--- src/rtl/sec_alu_seq.sv ---
// Secondary ALU sequencer: owns HI/LO, runs the external iterative mul/div unit
// over a start/done handshake and stalls decode while that unit is busy.
module sec_alu_seq #(
    parameter int DATA_WIDTH     = 32,
    parameter int TIMEOUT_CYCLES = 64
) (
    input  logic                  i_clk,
    input  logic                  i_arst_n,
    input  logic                  i_sec_alu_en,
    input  logic [2:0]            i_sec_alu_op,
    input  logic [DATA_WIDTH-1:0] i_rs_data,
    input  logic [DATA_WIDTH-1:0] i_rt_data,
    input  logic                  i_kill,
    output logic                  o_stall_en,
    output logic [DATA_WIDTH-1:0] o_result,
    output logic                  o_start,
    output logic [1:0]            o_unit_op,
    output logic [DATA_WIDTH-1:0] o_unit_a,
    output logic [DATA_WIDTH-1:0] o_unit_b,
    input  logic                  i_unit_done,
    input  logic [DATA_WIDTH-1:0] i_unit_hi,
    input  logic [DATA_WIDTH-1:0] i_unit_lo,
    output logic                  o_busy,
    output logic [DATA_WIDTH-1:0] o_hi,
    output logic [DATA_WIDTH-1:0] o_lo,
    output logic                  o_timeout,
    output logic                  o_div_zero
);

    localparam int                CNT_W    = $clog2(TIMEOUT_CYCLES);
    localparam logic [CNT_W-1:0]  CNT_LAST = CNT_W'(TIMEOUT_CYCLES - 1);
    localparam logic [2:0]        OP_MTHI  = 3'd4;
    localparam logic [2:0]        OP_MTLO  = 3'd5;
    localparam logic [2:0]        OP_MFHI  = 3'd6;
    localparam logic [2:0]        OP_MFLO  = 3'd7;

    // Handshake: a request transfers when i_sec_alu_en & ~i_kill is high and
    // o_stall_en is low in the same cycle; o_start/i_unit_done are one-cycle
    // pulses, and a done seen outside BUSY carries no meaning.
    typedef enum logic {
        IDLE = 1'b0,
        BUSY = 1'b1
    } state_t;

    state_t           state_q, state_d;
    logic [CNT_W-1:0] cnt_q;
    logic             req, accept, is_unit_op, div_by_zero, start_unit;
    logic             last_cycle, timeout_hit, done_hit;

    assign req         = i_sec_alu_en & ~i_kill;
    assign accept      = req & (state_q == IDLE);
    assign is_unit_op  = ~i_sec_alu_op[2];
    assign div_by_zero = is_unit_op & i_sec_alu_op[1] & (i_rt_data == '0);
    assign start_unit  = accept & is_unit_op & ~div_by_zero;
    assign last_cycle  = (cnt_q == CNT_LAST);
    assign done_hit    = (state_q == BUSY) & i_unit_done;
    // Done takes priority over the timeout in the final BUSY cycle.
    assign timeout_hit = (state_q == BUSY) & ~i_unit_done & last_cycle;

    always_ff @(posedge i_clk or negedge i_arst_n) begin
        if (!i_arst_n) begin
            state_q <= IDLE;
        end else begin
            state_q <= state_d;
        end
    end

    always_comb begin
        state_d = state_q;
        case (state_q)
            IDLE: if (start_unit) state_d = BUSY;
            BUSY: if (done_hit || timeout_hit) state_d = IDLE;
            default: state_d = IDLE;
        endcase
    end

    always_comb begin
        o_busy     = (state_q == BUSY);
        o_stall_en = req & (state_q != IDLE);
        o_result   = '0;
        if (i_sec_alu_op == OP_MFHI) o_result = o_hi;
        if (i_sec_alu_op == OP_MFLO) o_result = o_lo;
    end

    always_ff @(posedge i_clk or negedge i_arst_n) begin
        if (!i_arst_n) begin
            cnt_q      <= '0;
            o_start    <= 1'b0;
            o_timeout  <= 1'b0;
            o_div_zero <= 1'b0;
            o_unit_op  <= 2'd0;
            o_unit_a   <= '0;
            o_unit_b   <= '0;
            o_hi       <= '0;
            o_lo       <= '0;
        end else begin
            o_start    <= start_unit;
            o_timeout  <= timeout_hit;
            o_div_zero <= accept & div_by_zero;
            if (start_unit) begin
                cnt_q     <= '0;
                o_unit_op <= i_sec_alu_op[1:0];
                o_unit_a  <= i_rs_data;
                o_unit_b  <= i_rt_data;
            end else if (state_q == BUSY) begin
                cnt_q <= cnt_q + 1'b1;
            end
            if (done_hit) begin
                o_hi <= i_unit_hi;
                o_lo <= i_unit_lo;
            end else if (accept && i_sec_alu_op == OP_MTHI) begin
                o_hi <= i_rs_data;
            end else if (accept && i_sec_alu_op == OP_MTLO) begin
                o_lo <= i_rs_data;
            end
        end
    end

endmodule

--- config.mk ---
export PLATFORM = sky130hd
export DESIGN_NAME = sec_alu_seq
export DESIGN_NICKNAME = d
export VERILOG_FILES = /design/src/rtl/sec_alu_seq.sv
export SDC_FILE = /design/constraint.sdc
export NUM_CORES = 1
export LEC_CHECK = 0
export ABC_AREA = 1
export BUFFER_PORTS_ARGS = -buffer_cell sky130_fd_sc_hd__buf_2
export CAP_MARGIN = 15
export CORE_MARGIN = 4
export CORE_UTILIZATION = 45
export DETAILED_ROUTE_END_ITERATION = 8
export GPL_TIMING_DRIVEN = 1
export HOLD_SLACK_MARGIN = 0.02
export PLACE_DENSITY_LB_ADDON = 0.15
export REMOVE_ABC_BUFFERS = 1
export SLEW_MARGIN = 0
export SYNTH_ARGS = -nofsm -noshare
export SYNTH_HDL_FRONTEND = slang
export SYNTH_SLANG_ARGS = --single-unit
--- constraint.sdc ---
create_clock -name i_clk -period 1.6 [get_ports i_clk]
set_input_delay 0.32 -clock i_clk [delete_from_list [all_inputs] [get_ports i_clk]]
set_output_delay 0.32 -clock i_clk [all_outputs]
set_load 0.005 [all_outputs]
==> metrics.md <==
| Metric | Value |
|---|---|
| Startpoint Class | `input pin` |
| Power Total | `between 10 and 15 mW` |
| Worst reg2reg path startpoint | `o_busy` |
| Fin. Hold Viols | `0` |
| Clock sink total | `between 100 and 150` |
| CP Buf/Inv Count | `4` |
| Crit-path max cell delay | `around 0.20 ns` |
| # H-tree levels | `4` |
| Initial antenna violation count | `1` |
| Largest net degree at the start of global routing | `44` |
| Max_cap viols | `0` |
| Post-synth EDFFs | `0` |
| Routed wire length | `approximately 23000 µm` |
| Clk_lat worst skew | `0.42 ns` |
| Avg Cell Area, Syn | `7.77 µm²` |
| Crit path max fanout | `18` |
| Register Area | `around 3500 µm²` |
| Most frequent cell after synthesis | `nand2_1` |
| CTS buffer count | `17` |
| Switching Fraction | `between 20% and 30%` |
| Synthesis Warnings | `0` |
| Top cell by count, worst path | `buf_2` |
| Drt pass-1 iters | `4` |
| Worst path cell trace | `buf_2, buf_4, nand3_4, buf_6, o22ai_1, buf_2` |
| Crit path kind | `input pin to output port` |
| WP data arrival | `around 1.2 ns` |
| Worst path required time | `1.28 ns` |
| Grt ovf | `0` |
| Area post-placement | `a little under 9000 µm²` |
| Drt via density | `roughly 5.1` |
| Worst Clk Skew | `between 0.009 and 0.01 ns` |
| Nets | `around 1300` |
| Inst Count DP | `1335` |
| Synth cell types | `28` |
| Post-DR wirelength/cell | `16.8 µm` |
| Final worst path period need | `between 1.5 and 2 ns` |
| IR drop worst, VDD | `718 µV` |
| Fin. max-slew vios | `0` |
| Routability cong. | `0.866` |
| Cells after Synth | `just under 900` |
| Post-CTS setup buffers | `0` |
| Hpwl dp | `between 15000 and 20000 µm` |
| Worst slew pin tran | `about 0.42 ns` |
| Clock root buffer | `clkbuf_16` |
| Clk slew on worst S/H paths | `~0.060 ns` |
| Detail Route Antenna Nets | `0` |
| Fin area | `between 9000 and 10000 µm²` |
| Hold WS | `0.144 ns` |
| Clock Path Buffers | `2` |
| Delay-heaviest family, CP | `buffers and inverters` |
| Vias in the first global route | `6587` |
| Area contributors post-synth | `dfrtp_1 (52%), nand2_1 (17%), nand3_1 (10%)` |
| Register area share after synthesis | `roughly 52%` |
| Ys flop type | `dfrtp_1` |
| Critical Path Slowest Stage Cell | `o22ai_1` |
| CTS tree | `done` |
| Filler cell count in the final layout | `~1300` |
| HP Start | `i_rs_data[25]` |
| Multi-input logic area | `roughly 2700 µm²` |
| Pwr per Cell Area | `1290 nW/µm²` |
| Worst slack, placed | `-0.0525 ns` |
| Share of post-route cells with drive strength above 1 | `33.8%` |
| # setup viols final | `0` |
| Post-synth ARST share | `between 90% and 100%` |
| Yosys top cell area share | `52.1%` |
| Setup crit start | `i_sec_alu_op[2]` |
| Post-route insts no fill | `approximately 1400` |
| NetSw | `around 3.6 mW` |
| Core ar. | `between 10000 and 15000 µm²` |
| DR DRC count | `0` |
| Worst rel slew slack | `71.8%` |
| First-pass GRT wire length | `between 30000 and 40000 µm` |
| Layout overhead on the synthesized area | `40.9%` |
| Leak | `roughly 5.3 nW` |
| Flops & latches, synth | `140` |
| Reg power frac | `between 30% and 40%` |
| Row count | `44` |
| Overall Global Routing Usage | `between 20% and 30%` |
| Die area | `about 17000 µm²` |
| Gate power share | `about a quarter` |
| Status | `completed` |
| Tcrit/Tclk final | `between 90% and 100%` |
| I/O pins | `303` |
| Initial detailed-routing violation count | `between 400 and 500` |
| Post-synthesis cell area | `6720 µm²` |
| Crit end category | `output port` |
| Yosys top cell by area | `dfrtp_1` |
| Fmax | `0.643 GHz` |
| Die extent in y | `~130 µm` |
| Int Power | `~8.7 mW` |
| Starting Density | `around 46%` |
| Worst setup margin | `approximately 0.045 ns` |
| HP Class | `input pin to flop` |
| PortBufs | `302` |
| Clock network power share | `36.8%` |
| Vias | `7063` |
| Overall die width | `between 100 and 150 µm` |
| Top cells by count, synth | `nand2_1 (297), dfrtp_1 (140), nand3_1 (137), inv_1 (76), o21ai_0 (64)` |
==> path summary, 6_finish.rpt <==
path | to | slack, ns | cells past startpoint
min reg2reg | o_unit_a[9] | 0.47 | 2
min in group asynchronous | o_hi[12] | 0.39 | 2
max in group asynchronous | o_lo[3] | 0.69 | 3
max reg2reg | o_hi[7] | 0.14 | 6
max | o_result[7] | 0.05 | 6
min | o_unit_a[25] | 0.14 | 3
==> power groups by stage <==
stage	clock network [mW]	registers, mW	logic [mW]
after floorplan	0	4.96	1.05
after global placement	0	4.87	2.81
after detailed placement	0	4.86	2.88
after CTS	4.56	4.84	2.89
after global routing	4.70	4.93	3.26
final	4.51	4.84	2.90
==> through the flow <==
step / setup TNS (ns) / util (%)
2_1_floorplan: -289.46 / -
3_3_place_gp: 0 / 59.4
3_5_place_dp: -0.640 / 59.4
4_1_cts: 0 / 64.1
5_1_grt: -0.00446 / 64.9
6_report: 0 / 64.9
==> cell type report <==
cell class,instances,area share [%]
sequential,140,37.0
multi-input combinational,589,28.4
timing repair buffer,347,21.9
clock buffer,21,4.86
inverter,79,3.13
tap,184,2.43
clock inverter,11,2.27
antenna,1,0.0264
==> repair_timing <==
item,in CTS,in global routing
hold endpoints to repair,34,0
endpoints found under the setup margin,0,40
hold buffers,1,0
gates resized for setup,0,13
==> routing by layer <==
metal / track usage (%) / share of wire (%) / routed length (µm) / vias to the layer above
li1: - / - / - / 3401
met1: 33.1 / 41 / 9450 / 3331
met2: 41.5 / 47 / 10800 / 285
met3: 7.57 / 8.9 / 2050 / 46
met4: 11.1 / 3.1 / 716 / 0
met5: 0 / 0 / 0 / -
==> worst reg2reg max path, cell delays in order (launching register included) <==
cell	delay, ns
dfrtp_2	0.44
nand2_1	0.21
buf_4	0.35
nand2_1	0.15
nand2_1	0.09
nand2_1	0.06
o21ai_0	0.08
==> logic make-up (layout without fill, tap and decap cells) <==
kind of cell,Yosys count,count (layout),share of synthesized area (%)
adder cells (fa/ha/maj),1,1,0.186
XOR/XNOR,5,5,0.652
buffers and inverters,136,458,8.53
other,0,1,0
multiplexers,1,1,0.149
AO/OA/AOI/OAI,97,97,7.82
flip-flops,140,140,52.1
AND/OR/NAND/NOR,485,485,30.5
==> cells in the final DEF, fill, tap and decap left out, types with 2 or more instances in the layout <==
master	instances
inv_1	76
clkbuf_8	2
clkinv_2	2
clkbuf_1	2
clkbuf_16	19
buf_6	3
inv_2	3
o21ai_0	64
nand2_1	296
bufinv_16	6
dfrtp_1	139
clkinv_4	2
nand3_1	135
nand3_2	2
buf_12	14
nand2_4	2
buf_2	302
buf_4	25
o22ai_1	32
nor3_1	3
xnor2_1	2
nor2_1	26
nand2_2	12
xor2_1	3
==> registers in the layout, indices dropped and copies added, names as in the netlist <==
signal and count:
cnt_q 6, o_busy 1, o_div_zero 1, o_hi 32, o_lo 32, o_start 1, o_timeout 1, o_unit_a 32
o_unit_b 32, o_unit_op 2
No activity file was read; power rests on OpenSTA's default activity.
